==> src/rtl/clock_pkg.sv <==
// Shared types and helpers for the multi-alarm clock.
// Hour/minute pairs and per-slot alarm state.
package clock_pkg;

  typedef enum logic [1:0] {
    IDLE,
    RINGING,
    SNOOZED
  } alarm_state_e;

  localparam logic [5:0] MIN_MAX  = 6'd59;
  localparam logic [4:0] HOUR_MAX = 5'd23;

  typedef struct packed {
    logic [4:0] hour;
    logic [5:0] min;
  } hm_t;

  // m is a non-negative minute offset; result wraps at 24h
  function automatic hm_t hm_add_min(hm_t t, int m);
    hm_t r;
    int  mm;
    int  hh;
    mm = int'(t.min) + (m % 60);
    hh = int'(t.hour) + ((m / 60) % 24);
    if (mm > 59) begin
      mm = mm - 60;
      hh = hh + 1;
    end
    if (hh > 23) hh = hh - 24;
    r.hour = 5'(hh);
    r.min  = 6'(mm);
    return r;
  endfunction

  // single-field step, wraps inside the field, no carry
  function automatic hm_t hm_step(hm_t t, logic hr, logic up);
    hm_t r;
    r = t;
    if (hr) begin
      if (up) r.hour = (t.hour == HOUR_MAX) ? 5'd0 : t.hour + 5'd1;
      else    r.hour = (t.hour == 5'd0) ? HOUR_MAX : t.hour - 5'd1;
    end else begin
      if (up) r.min = (t.min == MIN_MAX) ? 6'd0 : t.min + 6'd1;
      else    r.min = (t.min == 6'd0) ? MIN_MAX : t.min - 6'd1;
    end
    return r;
  endfunction

endpackage

==> src/rtl/multi_alarm_clock_alarm_slot.sv <==
// One alarm slot: stored time, enable, snooze wake time
// and the IDLE/RINGING/SNOOZED state machine.
module alarm_slot
  import clock_pkg::*;
#(
  parameter int SNOOZE_MIN = 5,
  parameter int RING_MIN   = 1
) (
  input  logic clk,
  input  logic rst_n,
  input  logic sel,
  input  logic inc_p,
  input  logic dec_p,
  input  logic field_hr,
  input  logic en_toggle_p,
  input  logic snooze_p,
  input  logic stop_p,
  input  logic min_roll,
  input  hm_t  now_hm,
  input  hm_t  next_hm,
  output hm_t  hm_nxt,
  output logic en,
  output logic ringing,
  output logic snoozed
);

  localparam logic [5:0] RING_LAST = 6'(RING_MIN - 1);

  alarm_state_e st_q, st_d;
  logic         en_q, en_d;
  hm_t          hm_q, hm_d;
  hm_t          wake_q, wake_d;
  logic [5:0]   cnt_q, cnt_d;

  // state register
  always_ff @(posedge clk) begin
    if (!rst_n) begin
      st_q   <= IDLE;
      en_q   <= 1'b0;
      hm_q   <= '0;
      wake_q <= '0;
      cnt_q  <= '0;
    end else begin
      st_q   <= st_d;
      en_q   <= en_d;
      hm_q   <= hm_d;
      wake_q <= wake_d;
      cnt_q  <= cnt_d;
    end
  end

  // edits, enable toggle and ring/snooze transitions
  always_comb begin
    st_d   = st_q;
    en_d   = en_q;
    hm_d   = hm_q;
    wake_d = wake_q;
    cnt_d  = cnt_q;
    if (sel && (inc_p ^ dec_p)) hm_d = hm_step(hm_q, field_hr, inc_p);
    if (sel && en_toggle_p) en_d = ~en_q;
    unique case (st_q)
      IDLE: begin
        if (min_roll && next_hm == hm_q) begin
          st_d  = RINGING;
          cnt_d = '0;
        end
      end
      RINGING: begin
        if (stop_p) begin
          st_d = IDLE;
        end else if (snooze_p) begin
          st_d   = SNOOZED;
          wake_d = hm_add_min(now_hm, SNOOZE_MIN);
        end else if (min_roll) begin
          if (cnt_q == RING_LAST) st_d = IDLE;
          else cnt_d = cnt_q + 6'd1;
        end
      end
      SNOOZED: begin
        if (stop_p) begin
          st_d = IDLE;
        end else if (min_roll && next_hm == wake_q) begin
          st_d  = RINGING;
          cnt_d = '0;
        end
      end
      default: st_d = IDLE;
    endcase
    if (!en_d) st_d = IDLE;
  end

  assign hm_nxt  = hm_d;
  assign en      = en_q;
  assign ringing = (st_q == RINGING);
  assign snoozed = (st_q == SNOOZED);

endmodule

==> src/rtl/multi_alarm_clock.sv <==
// 24h time-of-day counter with N independent alarm slots.
// Prescaler, time counter, edit decode and display mux.
module multi_alarm_clock
  import clock_pkg::*;
#(
  parameter  int CLK_HZ     = 100_000_000,
  parameter  int N_ALARMS   = 4,
  parameter  int SNOOZE_MIN = 5,
  parameter  int RING_MIN   = 1,
  localparam int AW = (N_ALARMS > 1) ? $clog2(N_ALARMS) : 1
) (
  input  logic                clk,
  input  logic                rst_n,
  input  logic                clr_time,
  input  logic                edit_alarm,
  input  logic [AW-1:0]       alarm_sel,
  input  logic                field_hr,
  input  logic                inc_p,
  input  logic                dec_p,
  input  logic                en_toggle_p,
  input  logic                snooze_p,
  input  logic                stop_p,
  output logic [4:0]          disp_hour,
  output logic [5:0]          disp_min,
  output logic [5:0]          disp_sec,
  output logic                sec_tick,
  output logic [N_ALARMS-1:0] alarm_en,
  output logic [N_ALARMS-1:0] ringing,
  output logic [N_ALARMS-1:0] snoozed
);

  localparam int PW = (CLK_HZ > 1) ? $clog2(CLK_HZ) : 1;
  localparam logic [PW-1:0] PLAST = PW'(CLK_HZ - 1);

  logic [PW-1:0] presc_q, presc_d;
  hm_t           time_q, time_d;
  logic [5:0]    sec_q, sec_d;
  logic          pend_q, pend_d;
  logic [4:0]    dhour_q, dhour_d;
  logic [5:0]    dmin_q, dmin_d;
  logic [5:0]    dsec_q, dsec_d;

  logic tick_raw;
  logic clk_edit;
  logic due;
  logic tick_apply;
  logic min_roll;
  hm_t  tgt;

  hm_t                 slot_hm [N_ALARMS];
  logic [N_ALARMS-1:0] slot_sel;

  // time, prescaler, pending tick and display registers
  always_ff @(posedge clk) begin
    if (!rst_n) begin
      presc_q <= '0;
      time_q  <= '0;
      sec_q   <= '0;
      pend_q  <= 1'b0;
      dhour_q <= '0;
      dmin_q  <= '0;
      dsec_q  <= '0;
    end else begin
      presc_q <= presc_d;
      time_q  <= time_d;
      sec_q   <= sec_d;
      pend_q  <= pend_d;
      dhour_q <= dhour_d;
      dmin_q  <= dmin_d;
      dsec_q  <= dsec_d;
    end
  end

  // a clock edit defers a coincident tick by one cycle
  always_comb begin
    tick_raw   = (presc_q == PLAST);
    sec_tick   = tick_raw & ~clr_time;
    clk_edit   = ~edit_alarm & (inc_p ^ dec_p);
    due        = sec_tick | pend_q;
    tick_apply = due & ~clk_edit & ~clr_time;
    pend_d     = ~clr_time & due & clk_edit;
    presc_d    = (clr_time || tick_raw) ? '0 : presc_q + PW'(1);
    min_roll   = tick_apply & (sec_q == MIN_MAX);
    time_d     = time_q;
    sec_d      = sec_q;
    if (clr_time) begin
      time_d = '0;
      sec_d  = '0;
    end else if (clk_edit) begin
      time_d = hm_step(time_q, field_hr, inc_p);
    end else if (tick_apply) begin
      if (sec_q == MIN_MAX) begin
        sec_d = '0;
        if (time_q.min == MIN_MAX) begin
          time_d.min  = '0;
          time_d.hour = (time_q.hour == HOUR_MAX) ? 5'd0 : time_q.hour + 5'd1;
        end else begin
          time_d.min = time_q.min + 6'd1;
        end
      end else begin
        sec_d = sec_q + 6'd1;
      end
    end
  end

  // display follows the post-edge value of the selected target
  always_comb begin
    tgt = time_d;
    if (edit_alarm) begin
      tgt = '0;
      if (int'(alarm_sel) < N_ALARMS) tgt = slot_hm[alarm_sel];
    end
    dhour_d = tgt.hour;
    dmin_d  = tgt.min;
    dsec_d  = edit_alarm ? 6'd0 : sec_d;
  end

  for (genvar i = 0; i < N_ALARMS; i++) begin : g_slot
    assign slot_sel[i] = edit_alarm & (alarm_sel == AW'(i));
    alarm_slot #(
      .SNOOZE_MIN(SNOOZE_MIN),
      .RING_MIN  (RING_MIN)
    ) u_slot (
      .clk        (clk),
      .rst_n      (rst_n),
      .sel        (slot_sel[i]),
      .inc_p      (inc_p),
      .dec_p      (dec_p),
      .field_hr   (field_hr),
      .en_toggle_p(en_toggle_p),
      .snooze_p   (snooze_p),
      .stop_p     (stop_p),
      .min_roll   (min_roll),
      .now_hm     (time_q),
      .next_hm    (time_d),
      .hm_nxt     (slot_hm[i]),
      .en         (alarm_en[i]),
      .ringing    (ringing[i]),
      .snoozed    (snoozed[i])
    );
  end

  assign disp_hour = dhour_q;
  assign disp_min  = dmin_q;
  assign disp_sec  = dsec_q;

endmodule

==> config.mk <==
export PLATFORM = sky130hd
export DESIGN_NAME = multi_alarm_clock
export DESIGN_NICKNAME = d
export VERILOG_FILES = /design/src/rtl/clock_pkg.sv /design/src/rtl/multi_alarm_clock_alarm_slot.sv /design/src/rtl/multi_alarm_clock.sv
export SDC_FILE = /design/constraint.sdc
export NUM_CORES = 1
export LEC_CHECK = 0
export CAP_MARGIN = 20
export CORE_MARGIN = 3
export CORE_UTILIZATION = 50
export CTS_BUF_LIST = sky130_fd_sc_hd__clkbuf_16
export CTS_CLUSTER_DIAMETER = 40
export DETAILED_ROUTE_END_ITERATION = 8
export GPL_ROUTABILITY_DRIVEN = 0
export PLACE_DENSITY = 0.74
export SYNTH_ARGS = -nofsm -noshare
export SYNTH_HDL_FRONTEND = slang
export SYNTH_SLANG_ARGS = --single-unit
==> constraint.sdc <==
create_clock -name clk -period 4.75 [get_ports clk]
set_clock_uncertainty 0.15 [all_clocks]
set_input_delay 0.475 -clock clk [delete_from_list [all_inputs] [get_ports clk]]
set_output_delay 0.475 -clock clk [all_outputs]
set_load 0.05 [all_outputs]
After elaboration in Yosys (flattened, before gate mapping)
Cells that the tools add are included.

storage, ports and cells
  register bits after elaboration = 186
  output and inout bits = 30
  word-level logic and storage cells = 364

cells by class
  $add $sub $neg = 33
  $lt $le $gt $ge = 6
  equal/unequal tests = 71
  multiplexer cells = 137
  bitwise logic cells = 23
  reductions and logical operators = 58

operator list
  kind                     number
  $mux W6                  53
  $mux W32                 7
  $gt A32 B6 Y1 const B    4
  $mux W5                  25
  $mux W11                 11
  $eq A11 B11 Y1           8
  $pmux W6 S3              4
  $add A6 B1 Y6 const B    10
  $mux W2                  28
  $logic_not A6 Y1         9
  $ne A2 B2 Y1 const B     23
  $eq A6 B6 Y1 const B     6
  $reduce_and A8 Y1        4
  $sub A6 B1 Y6 const B    5
  $ne A4 B4 Y1 const B     7
  $add A27 B1 Y27 const B  1
  $eq A27 B27 Y1 const B   1
  $add A5 B1 Y5 const B    5
  $eq A5 B5 Y1 const B     5
  $logic_not A5 Y1         5
  $sub A5 B1 Y5 const B    5
  $pmux W2 S3              4
  $bmux W11 S2             1
  $sub A5 B4 Y5 const B    4
  other kinds (24)         93

Logic depth before layout (Yosys ltp)
  depth after elaboration = 13
  depth in mapped cells = 18
  mapped depth without buffers = 16

By module
Synthesis repeated with hierarchy kept, for this count alone.

second synthesis, totals
  cell total of the unflattened synthesis = 1776
  area total of the unflattened synthesis = 13954.6 um^2

modules (own cells, without submodules)
  module             instances  cells an instance  area an instance (um^2)
  alarm_slot         4          327                2537.4
  multi_alarm_clock  1          468                3804.9

Worst setup path before layout
Ideal clock, no wire load.

  path kind = register to register
  start point = register time_q[1] in the netlist's numbering
  end point = register g_slot[0].u_slot.cnt_q[1]
  setup time = 0.072 ns
  arrival = 3.558 ns
  data required time = 4.528 ns
  setup slack = 0.970 ns
  cell stages (with the launch flop) = 16
  clock period less this slack = 3.780 ns
  cell sequence = dfxtp_1 > ha_1 > nor2b_1 > buf_1 > and2_1 > buf_2 > nand2_1 > o41a_1 > a211o_1 > buf_6 > xor2_1 > o21ai_0 > or3_1 > o31ai_2 > o311a_2 > mux2i_1

between the ends
  cells in the longest elaborated chain, start to end = 10
  elaborated cells on any way between the ends = 20
  those cells by class = 2 x add/sub; 5 x eq/ne; 9 x mux; 4 x reduce/logical

ends and longest elaborated chain
  item                                                           line                                                                    RTL
  start, declared                                                multi_alarm_clock.sv:36                                                 hm_t time_q, time_d;
  start signal, assigned                                         multi_alarm_clock.sv:65                                                 time_q <= time_d;
  $add A6 B1 Y6 (tied with other cells)                          clock_pkg.sv:44, multi_alarm_clock.sv:98
  $mux W6 (tied with other cells)                                clock_pkg.sv:44, multi_alarm_clock.sv:94
  $mux W11 or $mux W6 (tied branches)                            multi_alarm_clock.sv:92, clock_pkg.sv:44
  $mux W11 or $mux W6 (tied branches)                            multi_alarm_clock.sv:91, clock_pkg.sv:40
  $mux W11 *                                                     multi_alarm_clock.sv:89                                                 end else if (clk_edit) begin
  $mux W11 *                                                     multi_alarm_clock.sv:86                                                 if (clr_time) begin
  $eq A11 B11 Y1, on equally long branches                       multi_alarm_clock_alarm_slot.sv:82, multi_alarm_clock_alarm_slot.sv:63
  $logic_and A1 B1 Y1, on equally long branches                  multi_alarm_clock_alarm_slot.sv:82, multi_alarm_clock_alarm_slot.sv:63
  $ne A2 B2 Y1 (no source line) or $ne A2 B1 Y1 (tied branches)  -
  $reduce_and A8 Y1 (no source line) *                           -
  end signal, assigned                                           multi_alarm_clock_alarm_slot.sv:48                                      cnt_q <= cnt_d;
  end, declared                                                  multi_alarm_clock_alarm_slot.sv:33                                      logic [5:0] cnt_q, cnt_d;

Mark *: on every way between the ends. The rest lies on a longest branch, timed or not.
A chain may end at the register's enable or synchronous reset.

Worst setup path in the final report
  start point = register presc_q[0]
  end point = register g_slot[2].u_slot.cnt_q[5]

between the ends
  cells in the longest elaborated chain, start to end = 12
  elaborated cells on any way between the ends = 17
  those cells by class = 6 x eq/ne; 3 x mux; 5 x bitwise; 3 x reduce/logical

ends and longest elaborated chain
  item                                                           line                                                                    RTL
  start, declared                                                multi_alarm_clock.sv:35                                                 logic [PW-1:0] presc_q, presc_d;
  start signal, assigned                                         multi_alarm_clock.sv:64                                                 presc_q <= presc_d;
  $eq A27 B27 Y1 *                                               multi_alarm_clock.sv:76                                                 tick_raw = (presc_q == PLAST);
  $and A1 B1 Y1 *                                                multi_alarm_clock.sv:77                                                 sec_tick = tick_raw & ~clr_time;
  $or A1 B1 Y1 *                                                 multi_alarm_clock.sv:79                                                 due = sec_tick | pend_q;
  $and A1 B1 Y1 * (2 in a row)                                   multi_alarm_clock.sv:80                                                 tick_apply = due & ~clk_edit & ~clr_time;
  $mux W11                                                       multi_alarm_clock.sv:91                                                 end else if (tick_apply) begin
  $mux W11                                                       multi_alarm_clock.sv:89
  $mux W11                                                       multi_alarm_clock.sv:86
  $eq A11 B11 Y1, on equally long branches                       multi_alarm_clock_alarm_slot.sv:82, multi_alarm_clock_alarm_slot.sv:63
  $logic_and A1 B1 Y1, on equally long branches                  multi_alarm_clock_alarm_slot.sv:82, multi_alarm_clock_alarm_slot.sv:63
  $ne A2 B2 Y1 (no source line) or $ne A2 B1 Y1 (tied branches)  -
  $reduce_and A8 Y1 (no source line) *                           -
  end signal, assigned                                           multi_alarm_clock_alarm_slot.sv:48
  end, declared                                                  multi_alarm_clock_alarm_slot.sv:33

Marked as above.

==> reports/metrics.cfg <==
[pwr]
irDropWorstVdd_uv=203
cellLeakagePower_nw=4.86
cellPowerDensity_nw_per_um2=263

[drt]
drt-wirelength-per-cell_um=20.1
routed_wirelength_um=39400
via_count=12600
vias_per_cell=6.41
first_pass_iters=6
final_antenna_net_count=0
drt_drc_violations_left=0
initialDrtViolationCount=1741

[sta]
setup_viols_final=0
shortest_clock_period_the_worst_path_allows_after_layout_ns=4.29
finalSetupTns_ns=0
timing.final.hold_violations=0
finalWorstSetupSlack_ns=0.456
grt_setup_unrepaired=false
max_slew.worst_pin.slew_ns=0.812
maxSlewViolCount=0
min_period_over_period=0.904
relSlewSlack=0.458
maxClockFrequency_mhz=233

[global_routing]
global_route_wire_length_before_repair_um=62500
grt_overflow=0
grt_start_max_net_pins=78
grtUsageTotal=0.292
grt_pass1_vias=11600
initial_antenna_violation_count=0

[cts]
ctsLongestPathBuffers=2
tritoncts=done
clkTransAtPathRegs_ns=0.08
h_tree_level_count=4
clk-insertion-delay-late_ns=0.44
postCtsSetupRepairBufs=0
cts_num_sinks=186
cts_hold_buf=0
clock_tree.root_cell=clkbuf_16
cts_buffers=17
ctsResizeCount=0

[floorplanning]
core_area_um2=24500
io_pins=42
die-area_um2=26900
rows=57
die_h_um=164
dieWidth_um=164
initial_util=0.511

[synth]
netlist_instances=1636
synth_cell_types=94
synth-seq-cells=186
synth.cell_area_um2=12500
seq_area_frac_synth=0.298
synthesis.area_per_instance_um2=7.64
ys_warn_count=0
synth_enable_flop_cells=0
postSynth.asyncResetShare=0
ys_dominant_reg_cell=dfxtp_1
synth_fp_nets=1683

[place]
placement.setup.worst_slack_ns=0.457
dpl.hpwl_um=28600
place.port_buffers=41

[worst_setup_path]
reg2regPathDepth=12
worst_r2r_startpoint=presc_q[0]$_SDFF_PP0_
required_ns=4.93
critical_path.endpoint_type=flop
worst-endpoint-arrival_ns=4.48
ff2ff_setup_slack_ns=0.46
start_kind=flop
path_max_fanout=16
r2r-end=g_slot[2].u_slot.cnt_q[5]$_SDFFE_PN0P_
setup.worst_path.end=g_slot[2].u_slot.cnt_q[5]$_SDFFE_PN0P_
crit_start=presc_q[0]$_SDFF_PP0_
timing.setup.critical_path_class=reg2reg

[layout]
num-fill-cells=2267
antenna_cells=0
final_layout_size_suffix_gt1_frac=0.0880
nNetsFinal=1670
area.growth.synth_to_final_pct=10.1

[hold_path]
hold_path_class=reg2reg

[outcome]
status=completed

[run]
max-cap-violations=0

==> cell usage after synthesis, drive strengths merged (7+ instances only) <==
cell / n / share of area
clkbuf: 99 / 0.030
o221ai: 7 / 0.0049
inv: 57 / 0.017
a221oi: 10 / 0.0070
xor2: 51 / 0.036
or2: 12 / 0.0060
a21boi: 9 / 0.0066
ha: 35 / 0.035
xnor2: 58 / 0.041
mux2i: 29 / 0.023
nor3b: 11 / 0.0066
a211oi: 48 / 0.030
a21oi: 101 / 0.041
nand2b: 14 / 0.0070
a2111oi: 7 / 0.0079
o31ai: 9 / 0.0069
nand2: 140 / 0.042
o21a: 10 / 0.0060
buf: 28 / 0.015
nor2: 225 / 0.068
and2: 21 / 0.011
nor2b: 13 / 0.0065
and3: 25 / 0.013
or3: 14 / 0.0070
nor3: 63 / 0.026
o211ai: 16 / 0.0096
nand3: 59 / 0.024
nor4: 21 / 0.011
a31oi: 21 / 0.012
nand4: 34 / 0.017
o22ai: 8 / 0.0040
dfxtp: 186 / 0.30
a22oi: 7 / 0.0042
mux4: 9 / 0.016
o21ai: 71 / 0.028
==> power by group <==
part           internal [W]  total [W]  leakage [nW]  switching [W]
Sequential          0.00158    0.00162          1.50      0.0000435
Combinational      0.000196   0.000548          3.07       0.000352
Clock              0.000743    0.00145         0.283       0.000705
Total               0.00252    0.00362          4.86        0.00110
==> flip-flops by register name (all words and copies together) (netlist names), 5 cells and up <==
register,count
disp_hour,5
disp_min,6
disp_sec,6
g_slot.u_slot.cnt_q,24
g_slot.u_slot.hm_q,44
g_slot.u_slot.st_q,8
g_slot.u_slot.wake_q,44
presc_q,27
sec_q,6
time_q,11
==> layout make-up <==
class / count / area [um2] / area share
sequential: 186 / 3720 / 0.270
clock inverter: 15 / 155 / 0.0113
inverter: 60 / 226 / 0.0164
clock buffer: 17 / 425 / 0.0309
timing repair buffer: 95 / 827 / 0.0601
multi-input combinational: 1263 / 8010 / 0.582
tap: 324 / 405 / 0.0294
==> logic make-up (layout without fill, tap and decap cells) <==
group	Yosys count	in the layout	synth area share
adders and majority gates	35	35	0.0350
and+or+nand+nor	680	680	0.264
AOI/OAI and AO/OA	399	399	0.223
xor gates and xnor gates	109	109	0.0764
muxes	40	40	0.0412
buffers and inverters	187	187	0.0624
DFF	186	186	0.298
==> worst min path at each step <==
stage	startpoint	endpoint	depth (start not counted)
detailed placement	presc_q[0]$_SDFF_PP0_	presc_q[0]$_SDFF_PP0_	1
global placement	presc_q[0]$_SDFF_PP0_	presc_q[0]$_SDFF_PP0_	1
global route	presc_q[0]$_SDFF_PP0_	presc_q[0]$_SDFF_PP0_	1
finish	presc_q[0]$_SDFF_PP0_	presc_q[0]$_SDFF_PP0_	1
floorplan	presc_q[0]$_SDFF_PP0_	presc_q[0]$_SDFF_PP0_	1
CTS	presc_q[0]$_SDFF_PP0_	presc_q[0]$_SDFF_PP0_	1
==> layout by cell type (no fill, tap or decap), types with 40 or more instances in the layout <==
cell type / n
a211oi_1: 46
a21oi_1: 100
buf_4: 52
clkdlybuf4s50_1: 40
dfxtp_1: 186
inv_1: 56
nand2_1: 140
nand3_1: 59
nor2_1: 225
nor3_1: 58
o21ai_0: 66
xnor2_1: 58
xor2_1: 51
==> routing by layer <==
layer | routed length (um) | global-route usage | up-vias
li1 | - | - | 5839
met1 | 16600 | 0.404 | 5876
met5 | 0 | 0 | -
met2 | 17000 | 0.444 | 717
met3 | 4060 | 0.0641 | 135
met4 | 1710 | 0.112 | 0
==> through the flow <==
stage                util  power (W)  hold slack, ns  area [um2]  instances
floorplan               -    0.00202           0.268       12500       1636
global placement    0.539    0.00218           0.278       13200       1927
detailed placement  0.539    0.00219           0.294       13200       1927
CTS                 0.562    0.00361           0.305       13800       1959
global route        0.563    0.00373           0.331       13800       1960
finish              0.563    0.00362           0.301       13800       1960
==> critical path, stage by stage (launching register included) <==
cell      delay, ns
dfxtp_1        0.35
ha_1           0.23
nand3_1        0.11
or4b_4         0.51
o21ba_4        0.28
or4_4          0.62
a31oi_4        0.33
xor2_1         0.15
a221o_1        0.30
nor4_2         0.54
a211oi_2       0.23
a211oi_1       0.27
o21ai_0        0.10
Power figures use the tool's default switching activity.
